File: src/rtl/snake_pkg.sv
// snake_pkg: shared definitions for the snake game sequencer.
//   - tile codes stored in the tile-map RAM
//   - direction codes for dir_in
//   - sequencer state encoding
//   - default grid geometry and small helper functions
package snake_pkg;

  localparam int DEF_GRID_W = 30;
  localparam int DEF_GRID_H = 17;

  localparam logic [1:0] TILE_EMPTY = 2'd0;
  localparam logic [1:0] TILE_BODY  = 2'd1;
  localparam logic [1:0] TILE_FOOD  = 2'd2;

  localparam logic [1:0] DIR_UP    = 2'd0;
  localparam logic [1:0] DIR_RIGHT = 2'd1;
  localparam logic [1:0] DIR_DOWN  = 2'd2;
  localparam logic [1:0] DIR_LEFT  = 2'd3;

  typedef enum logic [3:0] {
    S_CLEAR,
    S_PLACE,
    S_FOOD_RD,
    S_FOOD_CHK,
    S_WAIT,
    S_CALC,
    S_CHECK,
    S_TAIL,
    S_HEAD,
    S_DEAD
  } state_t;

  function automatic logic [9:0] xy_to_addr(input logic [4:0] x, input logic [4:0] y,
                                            input int w);
    return 10'(int'(y) * w + int'(x));
  endfunction

  // Fibonacci LFSR, taps 16,14,13,11.
  function automatic logic [15:0] lfsr_next(input logic [15:0] l);
    return {l[14:0], l[15] ^ l[13] ^ l[12] ^ l[10]};
  endfunction

endpackage

File: src/rtl/snake_body_fifo.sv
// snake_body_fifo: ring buffer of tile addresses occupied by the snake body.
//   i_clk, i_rst_n      clock, asynchronous active-low reset
//   i_clr               synchronous empty (used while the map is being cleared)
//   i_push_head         append i_push_addr as the new head
//   i_pop_tail          drop the oldest entry (the tail)
//   o_head_addr         newest entry, combinational
//   o_tail_addr         oldest entry, combinational
//   o_len, o_full       occupancy
// A push while full is accepted only if a pop happens in the same cycle.
module snake_body_fifo #(
  parameter int MAX_LEN = 64,
  parameter int AW      = 10,
  localparam int PW     = $clog2(MAX_LEN),
  localparam int LW     = $clog2(MAX_LEN + 1)
) (
  input  logic          i_clk,
  input  logic          i_rst_n,
  input  logic          i_clr,
  input  logic          i_push_head,
  input  logic [AW-1:0] i_push_addr,
  input  logic          i_pop_tail,
  output logic [AW-1:0] o_head_addr,
  output logic [AW-1:0] o_tail_addr,
  output logic [LW-1:0] o_len,
  output logic          o_full
);

  logic [AW-1:0] r_mem [MAX_LEN];
  logic [PW-1:0] r_wr_ptr;
  logic [PW-1:0] r_rd_ptr;
  logic [LW-1:0] r_len;
  logic [PW-1:0] w_head_ptr;
  logic          w_do_pop;
  logic          w_do_push;

  function automatic logic [PW-1:0] ptr_inc(input logic [PW-1:0] p);
    return (p == PW'(MAX_LEN - 1)) ? '0 : p + 1'b1;
  endfunction

  assign w_head_ptr  = (r_wr_ptr == '0) ? PW'(MAX_LEN - 1) : r_wr_ptr - 1'b1;
  assign w_do_pop    = i_pop_tail && (r_len != '0);
  assign w_do_push   = i_push_head && (!o_full || w_do_pop);
  assign o_head_addr = r_mem[w_head_ptr];
  assign o_tail_addr = r_mem[r_rd_ptr];
  assign o_len       = r_len;
  assign o_full      = (r_len == LW'(MAX_LEN));

  always_ff @(posedge i_clk) begin
    if (w_do_push && !i_clr) r_mem[r_wr_ptr] <= i_push_addr;
  end

  always_ff @(posedge i_clk or negedge i_rst_n) begin
    if (!i_rst_n) begin
      r_wr_ptr <= '0;
      r_rd_ptr <= '0;
      r_len    <= '0;
    end else if (i_clr) begin
      r_wr_ptr <= '0;
      r_rd_ptr <= '0;
      r_len    <= '0;
    end else begin
      if (w_do_push) r_wr_ptr <= ptr_inc(r_wr_ptr);
      if (w_do_pop)  r_rd_ptr <= ptr_inc(r_rd_ptr);
      if (w_do_push && !w_do_pop)      r_len <= r_len + 1'b1;
      else if (w_do_pop && !w_do_push) r_len <= r_len - 1'b1;
    end
  end

endmodule

File: src/rtl/snake_sched.sv
// snake_sched: game-logic sequencer owning the write port of the tile-map RAM.
//   clk, rest_n            pixel clock, asynchronous active-low reset
//   frame_start            one-cycle pulse at start of vertical blanking
//   dir_in, dir_valid      requested direction; dir_valid in DEAD restarts
//   tm_addr/tm_we/tm_wdata tile-map port (registered)
//   tm_rdata               read data, valid one cycle after a read address
//   score, game_over, busy status (registered)
//   dbg_state, dbg_len     sequencer state and body length for observation
// Tile-map port protocol: a cycle with tm_we=1 is a write of tm_wdata at
// tm_addr and lasts exactly one cycle. A cycle with tm_we=0 presents tm_addr
// as a read; the RAM registers it on the next edge, so the sequencer spends one
// extra cycle in FOOD_CHK/CHECK before sampling tm_rdata.
module snake_sched
  import snake_pkg::*;
#(
  parameter int GRID_W      = DEF_GRID_W,
  parameter int GRID_H      = DEF_GRID_H,
  parameter int MAX_LEN     = 64,
  parameter int TICK_FRAMES = 8,
  parameter int START_X     = 15,
  parameter int START_Y     = 8,
  parameter int START_LEN   = 3
) (
  input  logic                           clk,
  input  logic                           rest_n,
  input  logic                           frame_start,
  input  logic [1:0]                     dir_in,
  input  logic                           dir_valid,
  output logic [9:0]                     tm_addr,
  output logic                           tm_we,
  output logic [1:0]                     tm_wdata,
  input  logic [1:0]                     tm_rdata,
  output logic [7:0]                     score,
  output logic                           game_over,
  output logic                           busy,
  output state_t                         dbg_state,
  output logic [$clog2(MAX_LEN+1)-1:0]   dbg_len
);

  localparam logic [9:0] LAST_ADDR  = 10'(GRID_W * GRID_H - 1);
  localparam logic [9:0] MAP_SIZE   = 10'(GRID_W * GRID_H);
  localparam logic [9:0] HEAD0      = xy_to_addr(5'(START_X), 5'(START_Y), GRID_W);
  localparam logic [9:0] TAIL0      = HEAD0 - 10'(START_LEN - 1);
  localparam logic [9:0] PLACE_LAST = 10'(START_LEN - 1);
  localparam logic [7:0] LAST_FRAME = 8'(TICK_FRAMES - 1);

  state_t      r_state;
  logic [9:0]  r_addr;
  logic        r_we;
  logic [1:0]  r_wdata;
  logic [7:0]  r_score;
  logic        r_over;
  logic        r_busy;
  logic [7:0]  r_frame_cnt;
  logic [1:0]  r_dir;
  logic [1:0]  r_pend;
  logic [15:0] r_lfsr;
  logic [9:0]  r_idx;
  logic        r_rd_wait;
  logic        r_food_hit;
  logic [9:0]  r_naddr;
  logic [4:0]  r_nx, r_ny;
  logic [4:0]  r_hx, r_hy;

  logic [9:0]  w_head_addr, w_tail_addr, w_push_addr, w_naddr;
  logic [$clog2(MAX_LEN+1)-1:0] w_len;
  logic        w_full, w_push, w_pop, w_clr, w_wall;
  logic [4:0]  w_nx, w_ny;

  // Tail-first push order while PLACE writes the body head-first.
  assign w_push      = (r_state == S_PLACE) || (r_state == S_HEAD);
  assign w_push_addr = (r_state == S_PLACE) ? TAIL0 + r_idx : r_naddr;
  assign w_pop       = (r_state == S_TAIL);
  assign w_clr       = (r_state == S_CLEAR);

  snake_body_fifo #(.MAX_LEN(MAX_LEN), .AW(10)) u_body (
    .i_clk       (clk),
    .i_rst_n     (rest_n),
    .i_clr       (w_clr),
    .i_push_head (w_push),
    .i_push_addr (w_push_addr),
    .i_pop_tail  (w_pop),
    .o_head_addr (w_head_addr),
    .o_tail_addr (w_tail_addr),
    .o_len       (w_len),
    .o_full      (w_full)
  );

  // Next head for the direction that CALC commits (the pending one).
  always_comb begin
    w_nx    = r_hx;
    w_ny    = r_hy;
    w_naddr = w_head_addr;
    w_wall  = 1'b0;
    case (r_pend)
      DIR_UP:    begin w_wall = (r_hy == 5'd0);           w_ny = r_hy - 5'd1; w_naddr = w_head_addr - 10'(GRID_W); end
      DIR_RIGHT: begin w_wall = (r_hx == 5'(GRID_W - 1)); w_nx = r_hx + 5'd1; w_naddr = w_head_addr + 10'd1;       end
      DIR_DOWN:  begin w_wall = (r_hy == 5'(GRID_H - 1)); w_ny = r_hy + 5'd1; w_naddr = w_head_addr + 10'(GRID_W); end
      default:   begin w_wall = (r_hx == 5'd0);           w_nx = r_hx - 5'd1; w_naddr = w_head_addr - 10'd1;       end
    endcase
  end

  always_ff @(posedge clk or negedge rest_n) begin
    if (!rest_n) r_lfsr <= 16'hACE1;
    else         r_lfsr <= lfsr_next(r_lfsr);
  end

  always_ff @(posedge clk or negedge rest_n) begin
    if (!rest_n) begin
      r_state     <= S_CLEAR;
      r_addr      <= '0;
      r_we        <= 1'b0;
      r_wdata     <= TILE_EMPTY;
      r_score     <= '0;
      r_over      <= 1'b0;
      r_busy      <= 1'b1;
      r_frame_cnt <= '0;
      r_dir       <= DIR_RIGHT;
      r_pend      <= DIR_RIGHT;
      r_idx       <= '0;
      r_rd_wait   <= 1'b0;
      r_food_hit  <= 1'b0;
      r_naddr     <= '0;
      r_nx        <= '0;
      r_ny        <= '0;
      r_hx        <= '0;
      r_hy        <= '0;
    end else begin
      r_we <= 1'b0;
      // Reversal onto the neck is ignored.
      if (dir_valid && ((dir_in ^ r_dir) != 2'd2)) r_pend <= dir_in;
      case (r_state)
        S_CLEAR: begin
          r_addr  <= r_idx;
          r_we    <= 1'b1;
          r_wdata <= TILE_EMPTY;
          if (r_idx == LAST_ADDR) begin
            r_idx   <= '0;
            r_state <= S_PLACE;
          end else r_idx <= r_idx + 10'd1;
        end
        S_PLACE: begin
          r_addr  <= HEAD0 - r_idx;
          r_we    <= 1'b1;
          r_wdata <= TILE_BODY;
          if (r_idx == PLACE_LAST) begin
            r_idx   <= '0;
            r_hx    <= 5'(START_X);
            r_hy    <= 5'(START_Y);
            r_state <= S_FOOD_RD;
          end else r_idx <= r_idx + 10'd1;
        end
        S_FOOD_RD: begin
          if (r_lfsr[9:0] < MAP_SIZE) begin
            r_addr  <= r_lfsr[9:0];
            r_state <= S_FOOD_CHK;
          end
        end
        S_FOOD_CHK: begin
          if (!r_rd_wait) r_rd_wait <= 1'b1;
          else begin
            r_rd_wait <= 1'b0;
            if (tm_rdata == TILE_EMPTY) begin
              r_we    <= 1'b1;
              r_wdata <= TILE_FOOD;
              r_busy  <= 1'b0;
              r_state <= S_WAIT;
            end else r_state <= S_FOOD_RD;
          end
        end
        S_WAIT: begin
          if (frame_start) begin
            if (r_frame_cnt == LAST_FRAME) begin
              r_frame_cnt <= '0;
              r_busy      <= 1'b1;
              r_state     <= S_CALC;
            end else r_frame_cnt <= r_frame_cnt + 8'd1;
          end
        end
        S_CALC: begin
          r_dir <= r_pend;
          if (w_wall) begin
            r_over  <= 1'b1;
            r_busy  <= 1'b0;
            r_state <= S_DEAD;
          end else begin
            r_naddr <= w_naddr;
            r_nx    <= w_nx;
            r_ny    <= w_ny;
            r_addr  <= w_naddr;
            r_state <= S_CHECK;
          end
        end
        S_CHECK: begin
          if (!r_rd_wait) r_rd_wait <= 1'b1;
          else begin
            r_rd_wait  <= 1'b0;
            r_food_hit <= (tm_rdata == TILE_FOOD);
            if (tm_rdata == TILE_FOOD && !w_full) r_state <= S_HEAD;
            else if (tm_rdata == TILE_BODY && r_naddr != w_tail_addr) begin
              r_over  <= 1'b1;
              r_busy  <= 1'b0;
              r_state <= S_DEAD;
            end else r_state <= S_TAIL;
          end
        end
        S_TAIL: begin
          // Moving into the vacating tail cell: skip the erase, HEAD rewrites it.
          if (r_naddr != w_tail_addr) begin
            r_addr  <= w_tail_addr;
            r_we    <= 1'b1;
            r_wdata <= TILE_EMPTY;
          end
          r_state <= S_HEAD;
        end
        S_HEAD: begin
          r_addr  <= r_naddr;
          r_we    <= 1'b1;
          r_wdata <= TILE_BODY;
          r_hx    <= r_nx;
          r_hy    <= r_ny;
          if (r_food_hit) begin
            if (r_score != 8'hFF) r_score <= r_score + 8'd1;
            r_state <= S_FOOD_RD;
          end else begin
            r_busy  <= 1'b0;
            r_state <= S_WAIT;
          end
        end
        S_DEAD: begin
          if (dir_valid) begin
            r_score     <= '0;
            r_over      <= 1'b0;
            r_busy      <= 1'b1;
            r_dir       <= DIR_RIGHT;
            r_pend      <= DIR_RIGHT;
            r_idx       <= '0;
            r_frame_cnt <= '0;
            r_state     <= S_CLEAR;
          end
        end
        default: r_state <= S_CLEAR;
      endcase
    end
  end

  assign tm_addr   = r_addr;
  assign tm_we     = r_we;
  assign tm_wdata  = r_wdata;
  assign score     = r_score;
  assign game_over = r_over;
  assign busy      = r_busy;
  assign dbg_state = r_state;
  assign dbg_len   = w_len;

endmodule

File: config.mk
export PLATFORM = sky130hd
export DESIGN_NAME = snake_sched
export DESIGN_NICKNAME = d
export VERILOG_FILES = /design/src/rtl/snake_pkg.sv /design/src/rtl/snake_body_fifo.sv /design/src/rtl/snake_sched.sv
export SDC_FILE = /design/constraint.sdc
export NUM_CORES = 1
export LEC_CHECK = 0
export CAP_MARGIN = 40
export CORE_UTILIZATION = 35
export CTS_BUF_LIST = sky130_fd_sc_hd__clkbuf_4
export DETAILED_ROUTE_END_ITERATION = 16
export GPL_ROUTABILITY_DRIVEN = 0
export PLACE_DENSITY = 0.55
export SLEW_MARGIN = 10
export SYNTH_ARGS = -nofsm -noshare
export SYNTH_HDL_FRONTEND = slang
export SYNTH_SLANG_ARGS = --single-unit
File: constraint.sdc
create_clock -name clk -period 11.3 [get_ports clk]
set_input_delay 2.26 -clock clk [delete_from_list [all_inputs] [get_ports clk]]
set_output_delay 2.26 -clock clk [all_outputs]
set_load 0.03 [all_outputs]
### Word-level counts from Yosys, hierarchy flattened

Memory sizes are Yosys's and may differ from the RTL's.
Index checks and enable logic that the tools add are counted.

| storage, ports and cells | value |
|---|---|
| register bits | 116 |
| memories kept | 1 |
| bits in latches | 0 |
| bits in read-only memories | 0 |
| bits in writable memories | 640 |

| cells by class | value |
|---|---|
| bitwise operators | 5 |
| shifts and indexed selects | 0 |
| $mul | 0 |
| equality and inequality tests | 41 |
| reduce and logical (&&, ||, !) cells | 49 |
| multiplexer cells | 81 |
| magnitude comparators | 1 |
| div/mod/pow operators | 0 |
| add/subtract/negate cells | 18 |

Memory list:

| name | words | width | read ports | clocked after Yosys merged registers in | wr ports | RTL line | RTL |
|---|---|---|---|---|---|---|---|
| u_body.r_mem | 64 | 10 | 2 | 0 | 1 | snake_body_fifo.sv:28 | `logic [AW-1:0] r_mem [MAX_LEN];` |

Operators by type and width:

| cell | count |
|---|---|
| 2-to-1 mux 10 bit | 7 |
| one-hot mux 10 bit (3 select lines) | 2 |
| one-hot mux 10 bit (6 select lines) | 1 |
| 2-to-1 mux 4 bit | 11 |
| 2-to-1 mux 6 bit | 7 |
| 2-to-1 mux 8 bit | 5 |
| one-hot mux 4 bit (10 select lines) | 1 |
| one-hot mux 5 bit (2 select lines) | 4 |
| != test 2 bit (second input constant) | 16 |
| one-hot mux 8 bit (2 select lines) | 2 |
| 2-to-1 mux 1 bit | 21 |
| 2-to-1 mux 7 bit | 3 |
| adder 10 x 1 -> 10 bit (second input constant) | 2 |
| adder 8 x 1 -> 8 bit (second input constant) | 2 |
| equality test 4 x 3 -> 1 bit (second input constant) | 4 |
| 2-to-1 mux 2 bit | 7 |
| adder 6 x 1 -> 6 bit (second input constant) | 2 |
| equality test 6 bit (second input constant) | 2 |
| AND reduction 4 bit | 3 |
| nonzero test 2 bit | 6 |
| nonzero test 6 bit | 2 |
| AND reduction 11 bit | 1 |
| adder 10 x 5 -> 10 bit (second input constant) | 1 |
| adder 5 x 1 -> 5 bit (second input constant) | 2 |
| other kinds (47) | 81 |

### Logic depth before layout (Yosys ltp)

| depth | value |
|---|---|
| depth after elaboration | 9 |
| gate-level depth with buffers | 29 |
| gate-level depth less buffers | 22 |

### Cells and area by module

A second synthesis with hierarchy kept.

| unflattened totals | value |
|---|---|
| cell total of the unflattened synthesis | 2742 |
| area, all modules | 37860.1 um2 |

Modules (own cells, without submodules):

| module | instances | cells an instance | seq. area each (um2) | area each (um2) |
|---|---|---|---|---|
| snake_body_fifo | 1 | 2014 | 19693.9 | 31408.9 |
| snake_sched | 1 | 728 | 2441.1 | 6451.2 |

### Worst setup path after synthesis

No wires, ideal clock.

| timing path | value |
|---|---|
| path type | reg2reg |
| start | register u_body.r_wr_ptr[0] |
| end | register r_addr[4] (netlist: tm_addr[4]) |
| setup time | 128 ps |
| arrival | 5511 ps |
| stages on the path, launching flop included | 25 |
| buffers on the path | 8 |
| required time | 11172 ps |
| slack | 5662 ps |
| path through | dfrtp_1 > buf_4 > inv_1 > ha_1 > buf_2 > nand2b_1 > clkbuf_1 > o21ai_2 > buf_4 > buf_4 > buf_2 > buf_2 > buf_2 > mux4_2 > mux4_2 > nand2_1 > a31oi_1 > ha_1 > nand2_1 > or4b_1 > nand3_1 > nor2_1 > o21ai_0 > a31oi_1 > mux2_1 |

| between the ends | value |
|---|---|
| cells in the longest elaborated chain, start to end | 7 |

Ends and longest elaborated chain:

| item | RTL line | RTL |
|---|---|---|
| from (decl) | snake_body_fifo.sv:29 | `logic [PW-1:0] r_wr_ptr;` |
| from (signal assigned) | snake_body_fifo.sv:62 | `if (w_do_push) r_wr_ptr <= ptr_inc(r_wr_ptr);` |
| subtractor 6 x 1 -> 6 bit / zero test 6 bit (equally long branches) | snake_body_fifo.sv:40 | `assign w_head_ptr = (r_wr_ptr == '0) ? PW'(MAX_LEN - 1) : r_wr_ptr - 1'b1;` |
| 2-to-1 mux 6 bit * | snake_body_fifo.sv:40 |  |
| memory read (64 x 10 bit) * | -- |  |
| subtractor 10 x 1 -> 10 bit, or another cell as far along | snake_sched.sv:99 | `default: begin w_wall = (r_hx == 5'd0); w_nx = r_hx - 5'd1; w_naddr = w_head_addr - 10'd1; end` |
| one-hot mux 10 bit (3 select lines) * | snake_sched.sv:95 | `case (r_pend)` |
| 2-to-1 mux 10 bit * | snake_sched.sv:182 | `if (w_wall) begin` |
| one-hot mux 10 bit (6 select lines) * | snake_sched.sv:132 | `case (r_state)` |
| to (signal assigned) | snake_sched.sv:134 | `r_addr <= r_idx;` |
| to (signal assigned) | snake_sched.sv:143 | `r_addr <= HEAD0 - r_idx;` |
| to (signal assigned) | snake_sched.sv:190 | `r_addr <= w_naddr;` |
| to (decl) | snake_sched.sv:48 | `logic [9:0] r_addr;` |

Every way passes the cells marked *; elsewhere a longest branch is shown, timed or not. The select of a mux whose other input is x is not followed.
A chain may end at the register's enable or synchronous reset.

### Worst setup path after layout

| timing path | value |
|---|---|
| start | register u_body.r_wr_ptr[0] |
| end | register r_addr[8] (netlist: tm_addr[8]) |

The elaborated chain is that of the path after synthesis.

==> summary.md <==
| Metric | Value |
|---|---|
| Die Y | `332 um` |
| CTS Hold Bufs | `0` |
| Leading area contributor after synthesis | `edfxtp_1` |
| Layout cells sized above 1 | `26.1%` |
| Max Clk Rate | `154 MHz` |
| CTS tree | `yes` |
| Sequential share of the synthesized area | `58.2%` |
| Setup violators final | `0` |
| Top-count cell post-synth | `edfxtp_1` |
| Port Buffers | `41` |
| Worst Path Max Fanout | `36` |
| Mapped Nets | `about 2,700` |
| Clk slew on worst S/H paths | `approximately 70 ps` |
| Largest net degree at the start of global routing | `88` |
| CP Class | `reg2reg` |
| Global-route wire length before repair | `between 150,000 and 200,000 um` |
| Mean Syn Cell Area | `14.6 um^2` |
| CP required | `12,310 ps` |
| Vias per cell | `5.95` |
| RSZ-0062 raised after global routing | `no` |
| Gr usage total | `22.3%` |
| FFs w/ async S/R, synth | `between 15 and 20%` |
| Cell Area, Synth | `38,100 um^2` |
| Max-slew headroom | `34.3%` |
| Synth cell types | `81` |
| Routed Antenna Nets | `0` |
| Final nets | `2,842` |
| Core box area | `around 110,000 um^2` |
| Iter 0 DRT Violations | `between 3,000 and 4,000` |
| Die Area | `about 110,000 um^2` |
| Hold wc startpoint | `r_lfsr[14]` |
| Place WS | `approximately 4700 ps` |
| Status | `completed` |
| Fin worst setup slack | `between 4000 and 5000 ps` |
| Reg2reg start | `u_body.r_wr_ptr[0]` |
| Post-synthesis register bit count | `756` |
| Peak supply drop | `between 0.09 and 0.1 mV` |
| Post_cts resized | `0` |
| Final setup TNS | `0 ps` |
| Yosys warning count | `0` |
| Number of remaining DRC errors | `0` |
| WP data arrival | `7480 ps` |
| Share of the synthesized area in the top cell type | `50.5%` |
| Final HPWL DP | `79,900 um` |
| Most frequent cells after synthesis | `edfxtp_1, mux4_2, nor2_1, mux2i_1, nand2_1` |
| Vias in the first global route | `between 20,000 and 30,000` |
| DRT Pass-1 Iters | `6` |
| Initial antenna violation count | `5` |
| Clock Tree Root | `clkbuf_4` |
| Tmin final | `6480 ps` |
| Post CTS Setup Buffer Count | `0` |
| EDFF count, synth | `640` |
| Starting Density | `35.4%` |
| Longest Clk Path Bufs | `3` |
| Hold Vio Cnt, Final | `0` |
| H-tree levels | `4` |
| Worst skew pair latency | `1170 ps` |
| Wire per inst | `28.3 um` |
| PwrDens | `128 nW/um^2` |
| Max-slew violation count | `0` |
| Crit path launch | `u_body.r_wr_ptr[0]` |
| Slew @ Worst Pin | `983 ps` |
| Ys flop type | `edfxtp_1` |
| Num CTS Buffers | `199` |
| Final clock skew | `115 ps` |
| LEAKAGE | `0.0129 uW` |
| Synth Instances | `2,609` |
| Sink Count | `756` |
| Nature of the critical path endpoint | `flip-flop` |
| Synth area leaders | `edfxtp_1, mux4_2, dfrtp_1` |
| R2R depth | `23` |
| Vias | `about 26,000` |
| Area Growth Syn to Fin | `13.9%` |
| Worst hold path stage count | `0` |
| Total Routed Length | `124,000 um` |
| Final worst path period share | `57.3%` |
| Crit start category | `flip-flop` |
| Core Rows | `120` |
| Congestion Overflow GR | `0` |
| HP Class | `reg2reg` |
| # IOs | `42` |
| Max-cap viol count | `0` |
| Die W | `between 300 and 400 um` |
stage by stage:
stage	instance area [um^2]	cells	hold WS [ps]	util (%)	total power, uW
global route	43300	4365	370	40.3	5780
detailed placement	40700	3992	348	37.8	3150
global placement	40300	3971	340	37.5	3150
floorplan	38100	2609	333	-	3120
CTS	43300	4352	365	40.2	5620
finish	43300	4368	360	40.3	5560
area by class of cell:
type	instances	area (um^2)
fillers	9865	64200
flip-flops and latches	756	22100
multi-input cells	1624	15100
clock buffers	277	2080
well taps	1403	1760
repair buffers	167	1540
clock inverters	83	528
inverters	44	170
diodes	14	35.0
cells in the final DEF (no fill, tap or decap), types with 20 or more instances in the layout:
cell | netlist | final
edfxtp_1 | 640 | 640
clkbuf_4 | 0 | 277
mux4_2 | 258 | 258
mux2i_1 | 169 | 169
nand2_1 | 166 | 165
nor2_1 | 176 | 163
buf_4 | 25 | 107
o21ai_0 | 114 | 104
dfrtp_1 | 105 | 103
nand3_1 | 83 | 83
a21oi_1 | 82 | 81
a22oi_1 | 58 | 58
xnor2_1 | 49 | 48
clkinv_1 | 1 | 47
inv_1 | 42 | 42
clkdlybuf4s50_1 | 0 | 40
ha_1 | 37 | 37
xor2_1 | 35 | 34
nand4_1 | 30 | 30
nor2b_1 | 30 | 28
o211ai_1 | 26 | 26
a221oi_1 | 25 | 25
clkinv_2 | 0 | 20
kinds of logic after synthesis:
family / Yosys count / share of synthesized area (%)
flops: 756 / 58.2
buf+inv: 229 / 2.81
mux: 441 / 20.1
xor+xnor: 84 / 1.93
compound gates: 462 / 8.18
simple gates: 595 / 7.31
fa+ha+maj: 42 / 1.48
path summary, 6_finish.rpt:
path / to / slack (ps)
setup / recovery: tm_addr[8] / 4820
hold / removal: r_lfsr[15] / 360
setup reg to reg: tm_addr[8] / 4820
hold reg to reg: r_lfsr[15] / 360
max in group asynchronous: r_dir[0] / 9000
min in group asynchronous: r_frame_cnt[5] / 1120
layer usage:
metal	vias up	global-route usage, %	part of all wire (%)
met5	-	0	0
met4	0	10.3	4.0
met3	251	5.10	8.9
met2	1384	35.1	47
met1	13400	29.3	40
li1	10900	-	-
critical path: stages, from the launching register on:
cell and delay [ps]:
dfrtp_1 450, buf_16 200, inv_1 150, ha_1 430, nand2b_1 360, o21ai_4 310
buf_4 620, mux4_2 600, mux4_2 480, nand2_1 120, nand3_1 150, and2_1 270
ha_1 370, nor2b_1 150, o21ai_0 250, a21oi_1 140, o21ai_0 210, nand2b_1 120
a21o_1 200, a21oi_1 170, xnor2_1 170, nand3_1 100, and3_1 210, o21ai_1 110
where the power goes:
part,internal (uW),switching (uW)
registers,2990,1.82
clock network,1250,1220
logic,39.4,65.7
total,4270,1290
state kept, by name, summed over array words and instances (netlist names), 6 cells and up, named ones only:
name             flops
u_body.r_rd_ptr      6
tm_addr             10
r_lfsr              16
u_body.o_len         7
score                8
r_frame_cnt          8
r_idx               10
r_naddr             10
u_body.r_wr_ptr      6
u_body.r_mem       640
Note: power is estimated with default switching activity, not from simulation.
